File: src/rtl/mitchel.sv
// Unsigned 9x9 approximate multiplier using Mitchell's logarithmic method.
// Leading-one detect, log-domain add, antilog by shift; product registered once.
module mitchel (
    input  logic        clk,
    input  logic        rst,
    input  logic [8:0]  x,
    input  logic [8:0]  y,
    output logic [16:0] p
);

    function automatic logic [3:0] lead_one(input logic [8:0] v);
        lead_one = 4'd0;
        for (int i = 0; i < 9; i++) begin
            if (v[i]) lead_one = 4'(i);
        end
    endfunction

    // Bits below the leading one, left-aligned into an 8-bit fraction.
    function automatic logic [7:0] frac_of(input logic [8:0] v, input logic [3:0] k);
        logic [16:0] sh;
        sh = {8'd0, v} << (4'd8 - k);
        frac_of = sh[7:0];
    endfunction

    logic [3:0]  kx, ky;
    logic [7:0]  fx, fy;
    logic [8:0]  s;
    logic [4:0]  ksum;
    logic [4:0]  e;
    logic [8:0]  mant;
    logic [17:0] mant_w;
    logic [17:0] res;
    logic [16:0] p_next;

    always_comb begin
        kx     = lead_one(x);
        ky     = lead_one(y);
        fx     = frac_of(x, kx);
        fy     = frac_of(y, ky);
        s      = {1'b0, fx} + {1'b0, fy};
        ksum   = {1'b0, kx} + {1'b0, ky};
        e      = ksum + {4'd0, s[8]};
        mant   = {1'b1, s[7:0]};
        mant_w = {9'd0, mant};
        // floor(mant * 2^e / 256), split so the discarded LSBs never need storing
        if (e >= 5'd8)
            res = mant_w << (e - 5'd8);
        else
            res = mant_w >> (5'd8 - e);

        if (x == 9'd0 || y == 9'd0)
            p_next = 17'd0;
        else if (res[17])
            p_next = 17'h1FFFF;
        else
            p_next = res[16:0];
    end

    always_ff @(posedge clk) begin
        if (rst)
            p <= 17'd0;
        else
            p <= p_next;
    end

endmodule

File: config.mk
export PLATFORM = sky130hd
export DESIGN_NAME = mitchel
export DESIGN_NICKNAME = d
export VERILOG_FILES = /design/src/rtl/mitchel.sv
export SDC_FILE = /design/constraint.sdc
export NUM_CORES = 1
export LEC_CHECK = 0
export BUFFER_PORTS_ARGS = -buffer_cell sky130_fd_sc_hd__buf_2
export CELL_PAD_IN_SITES_DETAIL_PLACEMENT = 1
export CELL_PAD_IN_SITES_GLOBAL_PLACEMENT = 1
export CORE_ASPECT_RATIO = 0.75
export CORE_MARGIN = 5
export CORE_UTILIZATION = 47
export CTS_CLUSTER_DIAMETER = 50
export DETAILED_ROUTE_END_ITERATION = 10
export PLACE_DENSITY_LB_ADDON = 0.1
export RECOVER_POWER = 25
export SLEW_MARGIN = 20
export SYNTH_ARGS = -nofsm -noshare
export SYNTH_HDL_FRONTEND = slang
export SYNTH_SLANG_ARGS = --single-unit
File: constraint.sdc
create_clock -name clk -period 12.7 [get_ports clk]
set_input_delay 0 -clock clk [delete_from_list [all_inputs] [get_ports clk]]
set_output_delay 0 -clock clk [all_outputs]
set_load 0.01 [all_outputs]
==> Yosys cells after proc, flatten, opt, wreduce, memory -nomap -nowiden <==
Cells that the tools add are included.
{ "totals": {"in_bits": 20, "output_inout_bits": 17, "memories": 0, "rom_bits": 0, "ramBits": 0, "word_cells": 35, "register_bits": 17, "latch_bits": 0} }
{ "classes": {"div": 0, "n_shift": 4, "mux": 18, "addsub": 7, "reduce_logical": 4, "multipliers": 0, "n_bitwise": 0, "n_lt_le_gt_ge": 1, "eq_ne": 0} }
{ "ops": {"columns": ["cell", "n"], "rows": [
  ["$mux W4", 14],
  ["$logic_not A9 Y1", 2],
  ["$mux W18", 1],
  ["$shl A9 B4 Y8", 2],
  ["$shl A9 B5 Y18", 1],
  ["$shr A9 B5 Y18", 1],
  ["$mux W17", 1],
  ["$add A8 B8 Y9", 1],
  ["$sub A4 B4 Y4 const A", 2],
  ["$add A4 B4 Y5", 1],
  ["$add A5 B1 Y5", 1],
  ["$ge A5 B4 Y1 const B", 1],
  ["$sub A4 B5 Y5 const A", 1],
  ["$sub A5 B4 Y5 const B", 1],
  ["$mux W1", 2],
  ["$reduce_or A2 Y1", 1],
  ["$logic_or A1 B1 Y1", 1]
]} }

==> Longest topological paths before layout <==
Gate-level depths: netlist of the first run.
{ "depth": {"ltp_word": 16, "mapped_depth": 30, "ltp_nobuf": 26} }

==> Worst setup path after synthesis of the first run <==
Ideal clock, no wire load.
{ "synth_path": {"path_kind": "in2reg", "startpoint": "in y[2]", "endpoint": "reg p[0]", "cell_stages": 27, "arrival_time_ps": 5912, "slack_ps": 6713, "n_path_buf": 2, "cell_sequence": "nand2b_1 a21oi_1 o21bai_1 a21oi_2 inv_1 ha_1 xor2_1 o21ai_0 or3_1 fa_1 nand2b_1 a21oi_1 o221ai_1 nand2b_1 a21oi_1 fa_1 fa_1 nor2b_1 a21o_1 inv_1 ha_1 clkbuf_1 nand2_1 or4b_1 a21boi_2 buf_6 a31oi_1"} }
{ "synth_between": {"elab_chain_cells": 15, "elab_cells_between_ends": 22} }
{ "synth_lines": {"columns": ["element", "line_no", "text"], "rows": [
  ["start: declaration", "7", "input logic [8:0] y,"],
  ["$mux W4 (7 in series)", "14", "if (v[i]) lead_one = 4'(i);"],
  ["$sub A4 B4 Y4", "21", "sh = {8'd0, v} << (4'd8 - k);"],
  ["$shl A9 B4 Y8", "21", null],
  ["$add A8 B8 Y9", "40", "s = {1'b0, fx} + {1'b0, fy};"],
  ["$add A5 B1 Y5", "42", "e = ksum + {4'd0, s[8]};"],
  ["$sub A4 B5 Y5 / $sub A5 B4 Y5 (equally long branches)", "49, 47", null],
  ["$shr A9 B5 Y18 / $shl A9 B5 Y18 (equally long branches)", "49, 47", null],
  ["$mux W18", "46", "if (e >= 5'd8)"],
  ["$mux W17", "53", "else if (res[17])"],
  ["end signal: assignment", "63", "p <= p_next;"],
  ["end: declaration", "8", "output logic [16:0] p"]
]} }
Several ways; a longest one is shown, not always the timed one.
A chain may end at the register's enable or synchronous reset.

==> Worst setup path after layout of the first run <==
Ends and elaborated chain as after synthesis.

==> results of run 1 <==
routing by layer:
layer	GRT usage, %	part of all wire, %	vias up
li1	-	-	1547
met3	4.03	9.0	15
met4	3.10	0.94	0
met2	38.4	42	158
met1	41.7	48	1627
met5	0	0	-
cell families after synthesis:
family	Yosys count	share of synthesized area [%]
simple gates	155	27.2
compound gates	136	32.5
buf+inv	42	6.33
fa+ha+maj	20	9.52
mux	18	9.57
flops	17	11.9
xor+xnor	9	3.01
how the worst min path moves through the flow:
stage	start	endpoint
finish	rst	p[2]
global route	rst	p[2]
global placement	p[5]	p[5]
floorplan	p[0]	p[0]
detailed placement	p[1]	p[1]
CTS	rst	p[2]
synthesized netlist by cell type, types with 10 or more instances:
master | number | area (um^2)
nand2_1 | 41 | 154
nor3_1 | 10 | 50.1
nor2_1 | 39 | 146
inv_1 | 14 | 52.6
nand3_1 | 14 | 70.1
o211ai_1 | 10 | 75.1
a31oi_1 | 20 | 125
dfxtp_1 | 17 | 340
a21oi_1 | 30 | 150
clkbuf_1 | 15 | 56.3
ha_1 | 17 | 213
o21ai_0 | 17 | 85.1
area by class of cell:
class	count	share of cell area, %
clock buffers	4	1.46
inverters	16	1.95
multi-input cells	338	76.1
flip-flops and latches	17	11.1
well taps	78	3.17
repair buffers	39	6.26
per-stage QoR:
stage	power [W]	setup WS [ns]	hold WS, ns	std cells	area (um^2)
final	0.000593	5.25	0.472	492	3080
after global routing	0.000638	4.58	0.504	492	3080
after CTS	0.000580	5.35	0.456	492	3090
after detailed placement	0.000537	5.10	0.395	488	3040
after global placement	0.000522	5.55	0.395	488	3040
after floorplan	0.000415	6.71	0.304	397	2860
where the power goes:
group	internal (W)	switching (W)	leakage [nW]	total, W
registers	0.0000709	0.00000425	0.139	0.0000752
logic	0.000158	0.000319	1.04	0.000477
clock network	0.0000222	0.0000183	0.0228	0.0000406
total	0.000251	0.000342	1.20	0.000593
worst max-delay path, delay by kind of cell:
family                   cells  cell delay, ns
AO/OA/AOI/OAI               10            2.22
buffers and inverters        3            0.78
adder cells (fa/ha/maj)      5            2.73
AND/OR/NAND/NOR              6            1.37
XOR/XNOR                     1            0.42
==> impl_metrics.env, run 1 <==
export IMPL_register_area_um2=340
export IMPL_finalSetupViolCount=0
export IMPL_avgSynthCellArea_um2=7.21
export IMPL_antenna_found_initial=0
export IMPL_ant_nets=0
export IMPL_cts_path_max_buffers=2
export IMPL_portBuffers=36
export IMPL_clock_fmax_mhz=134
export IMPL_layout_commonest_cell="nand2_1"
export IMPL_drv_cap=0
export IMPL_final_max_slew_violation_count=0
export IMPL_synth_net_count=437
export IMPL_grt_max_degree=36
export IMPL_critPathRequiredTime_ns=12.80
export IMPL_reg_largest_list="p: 17 flops"
export IMPL_synth_seq_cells=17
export IMPL_hold_path_class="input pin to flop"
export IMPL_seq_area_frac_synth_pct=11.9
export IMPL_ctsHtreeMaxLevel=1
export IMPL_worst_pin_slew_ns=0.736
export IMPL_post_cts_buffers=0
export IMPL_dp_hpwl_um=8120
export IMPL_totalWireLength_um=10100
export IMPL_grt_pass1_wl_um=17000
export IMPL_cp_arrival_ns=7.55
export IMPL_overflow=0
export IMPL_startpoint_type="input pin"
export IMPL_crit_fanout=22
export IMPL_hold_buffers=0
export IMPL_final_net_count=455
export IMPL_p_per_area_nw_per_um2=193
export IMPL_start_util_pct=48.9
export IMPL_clk_pin_slew_ns=0.07
export IMPL_globalplace_congestion=0.922
export IMPL_async_flop_share_pct=0
export IMPL_synth_distinct_cells=73
export IMPL_hold_path_depth=3
export IMPL_drc=0
export IMPL_ir_worst_vdd_v=0.0000818
export IMPL_rsz0062_at_grt="no"
export IMPL_chipWidth_um=100
export IMPL_critPathLaunch="y[2]"
export IMPL_grt_pass1_vias=3236
export IMPL_synthFlopType="dfxtp_1"
export IMPL_regMostFlops="p"
export IMPL_fp_row_count=24
export IMPL_finalHoldViolCount=0
export IMPL_numCtsBuffers=3
export IMPL_mostFrequentLayoutCells="41 x nand2_1, 39 x nor2_1, 30 x a21oi_1, 28 x buf_2, 20 x a31oi_1"
export IMPL_syn_to_final_growth_pct=7.47
export IMPL_syn_inst=397
export IMPL_clock_sinks=17
export IMPL_cts_root_buf="clkbuf_8"
export IMPL_yosysWarnings=0
export IMPL_firstDrtPassIters=5
export IMPL_largest_reg_flops=17
export IMPL_crit_slowest_cell="fa_1"
export IMPL_viasPerCell=6.80
export IMPL_end_kind="flop"
export IMPL_fin_tns_setup_ns=0
export IMPL_endpoint="p[0]"
export IMPL_die_h_um=77.6
export IMPL_n_antenna_cell=0
export IMPL_slowest_delay_ns=1.00
export IMPL_design_die_area_um2=7770
export IMPL_synth_edff_count=0
export IMPL_cts_tree="built"
export IMPL_ioPinCount=37
export IMPL_slew_headroom_pct=50.9
export IMPL_core_area_um2=5860
export IMPL_nFillCells=794
export IMPL_multiInputGateArea_um2=2340
export IMPL_grt_use_total_pct=26.4
export IMPL_cts_resized=0
export IMPL_finalCritPeriodShare_pct=58.7
export IMPL_first_iter_violations=424
export IMPL_drive_above_1_share_pct=14.3
export IMPL_syn_cell_area_um2=2860
export IMPL_vias=3347
export IMPL_crit_type="input pin to flop"
export IMPL_fin_crit_ns=7.45
export IMPL_p_leak_nw=1.20
export IMPL_status="completed"
export IMPL_final_util_pct=52.6
export IMPL_wire_per_inst_um=20.5
No activity file was read; power rests on OpenSTA's default activity.
==> inputs of run 2 (changes only) <==
--- a/config.mk
+++ b/config.mk
@@ -10,7 +10,7 @@
 export CELL_PAD_IN_SITES_GLOBAL_PLACEMENT = 1
 export CORE_ASPECT_RATIO = 0.75
 export CORE_MARGIN = 5
-export CORE_UTILIZATION = 47
+export CORE_UTILIZATION = 43
 export CTS_CLUSTER_DIAMETER = 50
 export DETAILED_ROUTE_END_ITERATION = 10
 export PLACE_DENSITY_LB_ADDON = 0.1
==> constraint.sdc (replaced) <==
create_clock -name clk -period 7.72 [get_ports clk]
set_input_delay 0 -clock clk [delete_from_list [all_inputs] [get_ports clk]]
set_output_delay 0 -clock clk [all_outputs]
set_load 0.01 [all_outputs]
==> run 2 against run 1 <==
Effect of this change:
- sequential share of layout area shrank 0.094 points
- die area increased by 8.2%
- global-route usage fell by 3.0 points
- critical path type unchanged
- critical path depth rose by 1
- final area up 0.85%
- non-clock buffer count rose by 3
- clock power rose by 69%
- total power up 65%
==> impl_metrics.env, run 2 (same netlist as run 1, synthesis figures left out) <==
export IMPL_critPathLaunch="y[2]"
export IMPL_dp_hpwl_um=7930
export IMPL_viasPerCell=6.54
export IMPL_crit_fanout=21
export IMPL_fin_cells=498
export IMPL_drc=0
export IMPL_fp_row_count=25
export IMPL_dpl_instance_area_um2=3070
export IMPL_finalCritPeriodShare_pct=89.5
export IMPL_ir_worst_vdd_v=0.000106
export IMPL_status="completed"
export IMPL_hold_path_depth=3
export IMPL_post_cts_buffers=0
export IMPL_min_to="p[9]"
export IMPL_dp_cells=494
export IMPL_drive_above_1_share_pct=14.9
export IMPL_clock_fmax_mhz=145
export IMPL_globalplace_congestion=0.897
export IMPL_clock_sinks=17
export IMPL_cp_arrival_ns=7.08
export IMPL_p_per_area_nw_per_um2=315
export IMPL_ctsHtreeMaxLevel=1
export IMPL_design_die_area_um2=8410
export IMPL_drv_cap=0
export IMPL_overflow=0
export IMPL_syn_to_final_growth_pct=8.39
export IMPL_vias=3257
export IMPL_multiInputGateArea_um2=2340
export IMPL_worstHoldStart="rst"
export IMPL_start_util_pct=44.9
export IMPL_slew_headroom_pct=50.0
export IMPL_hold_buffers=0
export IMPL_finalHoldViolCount=0
export IMPL_startpoint_type="input pin"
export IMPL_grt_pass1_wl_um=16200
export IMPL_die_h_um=80.7
export IMPL_hold_path_class="input pin to flop"
export IMPL_p_leak_nw=1.22
export IMPL_mostFrequentLayoutCells="41 x nand2_1, 39 x nor2_1, 30 x a21oi_1, 28 x buf_2, 20 x a31oi_1"
export IMPL_grt_pass1_vias=3126
export IMPL_reg_largest_list="p: 17 flops"
export IMPL_totalWireLength_um=9870
export IMPL_clk_pin_slew_ns=0.07
export IMPL_cts_root_buf="clkbuf_8"
export IMPL_fin_crit_ns=6.91
export IMPL_final_net_count=458
export IMPL_wire_per_inst_um=19.8
export IMPL_antenna_found_initial=0
export IMPL_register_area_um2=340
export IMPL_core_area_um2=6380
export IMPL_cts_resized=0
export IMPL_cts_path_max_buffers=2
export IMPL_grt_max_degree=22
export IMPL_crit_type="input pin to flop"
export IMPL_n_antenna_cell=0
export IMPL_nFillCells=843
export IMPL_firstDrtPassIters=4
export IMPL_numCtsBuffers=3
export IMPL_cts_tree="built"
export IMPL_fin_tns_setup_ns=0
export IMPL_final_max_slew_violation_count=0
export IMPL_ant_nets=0
export IMPL_largest_reg_flops=17
export IMPL_design_area_um2=3100
export IMPL_finalSetupViolCount=0
export IMPL_portBuffers=36
export IMPL_grt_use_total_pct=23.4
export IMPL_worst_pin_slew_ns=0.744
export IMPL_ioPinCount=37
export IMPL_first_iter_violations=264
export IMPL_hold_slack_ns=0.453
export IMPL_chipWidth_um=104
export IMPL_regMostFlops="p"
export IMPL_layout_commonest_cell="nand2_1"
export IMPL_end_kind="flop"
export IMPL_critPathRequiredTime_ns=7.90
export IMPL_rsz0062_at_grt="no"
-- run 2: metal layers --
layer	track usage, %	routed length, um
met5	0	0
met2	35.8	4190
met1	35.5	4950
met4	1.94	47
met3	4.02	682
-- run 2: report_power, final --
part	total, W	leakage, nW	internal, W	switching (W)
Clock	0.0000685	0.0228	0.0000368	0.0000318
Combinational	0.000787	1.06	0.000269	0.000518
Sequential	0.000123	0.139	0.000117	0.00000679
-- run 2: final cells by class --
class | count | share of cell area (%)
Clock buffer | 4 | 1.45
Inverter | 16 | 1.93
Multi-Input combinational cell | 338 | 75.5
Sequential cell | 17 | 11.0
Tap cell | 81 | 3.26
Timing Repair Buffer | 42 | 6.93
-- run 2: per-stage QoR --
stage                     setup slack, ns  total power, W  util [%]
after CTS                           0.883        0.000963      48.8
after global placement              0.938        0.000873      48.1
after detailed placement            0.630        0.000889      48.1
after floorplan                      1.73        0.000683         -
final                               0.811        0.000979      48.6
after global routing                0.228         0.00106      48.6
-- run 2: worst max path at each step --
stage | to | slack (ns) | depth (start not counted)
after floorplan | p[0] | 1.73 | 27
after global placement | p[14] | 0.94 | 26
after detailed placement | p[14] | 0.63 | 26
after CTS | p[14] | 0.88 | 26
after global routing | p[3] | 0.23 | 25
final | p[14] | 0.81 | 26
-- run 2: critical path: stages --
cell	delay [ns]
buf_2	0.13
nand2b_1	0.16
a21oi_1	0.18
o21bai_1	0.11
a21oi_2	0.45
inv_1	0.16
ha_1	0.24
xor2_1	0.42
o21ai_0	0.25
or3_1	0.44
fa_1	0.45
nand2b_1	0.20
a21oi_1	0.25
o221ai_1	0.39
nand2b_1	0.20
a21oi_1	0.09
fa_1	0.43
fa_1	0.53
buf_4	0.25
ha_1	0.29
nor2b_1	0.17
o21ai_0	0.16
nand2_1	0.14
or4b_1	0.46
a21boi_2	0.28
a31oi_1	0.25
==> inputs of run 3 (changes only) <==
==> constraint.sdc (replaced) <==
create_clock -name clk -period 7.8 [get_ports clk]
set_input_delay 0 -clock clk [delete_from_list [all_inputs] [get_ports clk]]
set_output_delay 0 -clock clk [all_outputs]
set_load 0.01 [all_outputs]
==> run 3 against run 2 <==
Effect of this change:
- sequential power barely moved
- core utilization unchanged
- total power shrank 1.8%
- worst setup slack improved by 0.12 ns
- largest cell class unchanged
- clock-buffer cell count unchanged
==> impl_metrics.env, run 3 (same netlist as run 1, synthesis figures left out) <==
export IMPL_regMostFlops="p"
export IMPL_cp_arrival_ns=7.02
export IMPL_drc=0
export IMPL_dpl_instance_area_um2=3070
export IMPL_hold_buffers=0
export IMPL_clock_sinks=17
export IMPL_final_net_count=458
export IMPL_drv_cap=0
export IMPL_grt_pass1_wl_um=16200
export IMPL_vias=3240
export IMPL_rsz0062_at_grt="no"
export IMPL_design_area_um2=3100
export IMPL_cts_root_buf="clkbuf_8"
export IMPL_grt_pass1_vias=3073
export IMPL_startpoint_type="input pin"
export IMPL_ioPinCount=37
export IMPL_endpoint="p[14]"
export IMPL_dp_hpwl_um=7940
export IMPL_finalHoldViolCount=0
export IMPL_numCtsBuffers=3
export IMPL_ctsHtreeMaxLevel=1
export IMPL_slew_headroom_pct=50.0
export IMPL_viasPerCell=6.51
export IMPL_finalSetupViolCount=0
export IMPL_portBuffers=36
export IMPL_syn_to_final_growth_pct=8.39
export IMPL_largest_reg_flops=17
export IMPL_fin_tns_setup_ns=0
export IMPL_post_cts_buffers=0
export IMPL_final_util_pct=48.6
export IMPL_cts_path_max_buffers=2
export IMPL_fin_crit_ns=6.86
export IMPL_firstDrtPassIters=4
export IMPL_status="completed"
export IMPL_critPathLaunch="y[2]"
export IMPL_crit_type="input pin to flop"
export IMPL_die_h_um=80.7
export IMPL_drive_above_1_share_pct=14.9
export IMPL_chipWidth_um=104
export IMPL_worst_pin_slew_ns=0.746
export IMPL_n_antenna_cell=0
export IMPL_fp_row_count=25
export IMPL_start_util_pct=44.9
export IMPL_final_max_slew_violation_count=0
export IMPL_totalWireLength_um=9840
export IMPL_cts_tree="built"
export IMPL_mostFrequentLayoutCells="41 x nand2_1, 39 x nor2_1, 30 x a21oi_1, 28 x buf_2, 20 x a31oi_1"
export IMPL_clock_fmax_mhz=146
export IMPL_place_ws_ns=0.662
export IMPL_hold_slack_ns=0.472
export IMPL_grt_max_degree=27
export IMPL_core_area_um2=6380
export IMPL_p_leak_nw=1.22
export IMPL_crit_fanout=21
export IMPL_cts_resized=0
export IMPL_antenna_found_initial=0
export IMPL_critPathRequiredTime_ns=7.96
export IMPL_fin_ws_ns=0.936
export IMPL_finalCritPeriodShare_pct=88.0
export IMPL_reg_largest_list="p: 17 flops"
export IMPL_design_die_area_um2=8410
export IMPL_clk_pin_slew_ns=0.06
export IMPL_layout_commonest_cell="nand2_1"
export IMPL_overflow=0
export IMPL_wire_per_inst_um=19.8
export IMPL_ant_nets=0
export IMPL_hold_path_class="input pin to flop"
export IMPL_ir_worst_vdd_v=0.000128
export IMPL_p_per_area_nw_per_um2=310
export IMPL_globalplace_congestion=0.855
export IMPL_first_iter_violations=255
export IMPL_end_kind="flop"
export IMPL_grt_use_total_pct=23.4
[run 3: worst min path at each step]
stage / from / endpoint / slack [ns] / depth (start not counted)
4_1_cts: rst / p[2] / 0.47 / 3
3_5_place_dp: p[16] / p[16] / 0.40 / 1
3_3_place_gp: p[11] / p[11] / 0.40 / 1
6_report: rst / p[2] / 0.47 / 3
5_1_grt: rst / p[2] / 0.48 / 3
2_1_floorplan: p[0] / p[0] / 0.30 / 0
[run 3: layer usage]
layer | routed length (um) | track usage, % | vias up | share of wire, %
li1 | - | - | 1553 | -
met1 | 5050 | 36.2 | 1574 | 51
met3 | 558 | 2.49 | 5 | 5.7
met2 | 4210 | 36.2 | 108 | 43
met4 | 21 | 1.29 | 0 | 0.21
met5 | 0 | 0 | - | 0
[run 3: where the power goes]
group | leakage, nW | switching [W] | internal, W | total [W]
sequential | 0.139 | 0.00000608 | 0.000115 | 0.000121
clock | 0.0228 | 0.0000300 | 0.0000363 | 0.0000662
combinational | 1.06 | 0.000510 | 0.000264 | 0.000774
[run 3: stage by stage]
step	cells	power (W)
after global placement	494	0.000860
final	498	0.000962
after floorplan	397	0.000676
after global routing	498	0.00105
after detailed placement	494	0.000880
after CTS	498	0.000950
[run 3: critical path: stages]
cell,delay (ns)
buf_2,0.14
nand2b_1,0.15
a21oi_1,0.13
o21bai_1,0.10
a21oi_2,0.46
inv_1,0.16
ha_1,0.24
xor2_1,0.42
o21ai_0,0.27
or3_1,0.45
fa_1,0.44
nand2b_1,0.19
a21oi_1,0.22
o221ai_1,0.38
nand2b_1,0.18
a21oi_1,0.09
fa_1,0.43
fa_1,0.53
buf_4,0.25
ha_1,0.29
nor2b_1,0.14
o21ai_0,0.16
nand2_1,0.14
or4b_1,0.47
a21boi_2,0.29
a31oi_1,0.28
[run 3: area by class of cell]
type                    instances  area (um^2)
repair buffers                 42          215
clock buffers                   4         45.0
fillers                       865         3280
flip-flops and latches         17          340
well taps                      81          101
inverters                      16         60.1
multi-input cells             338         2340
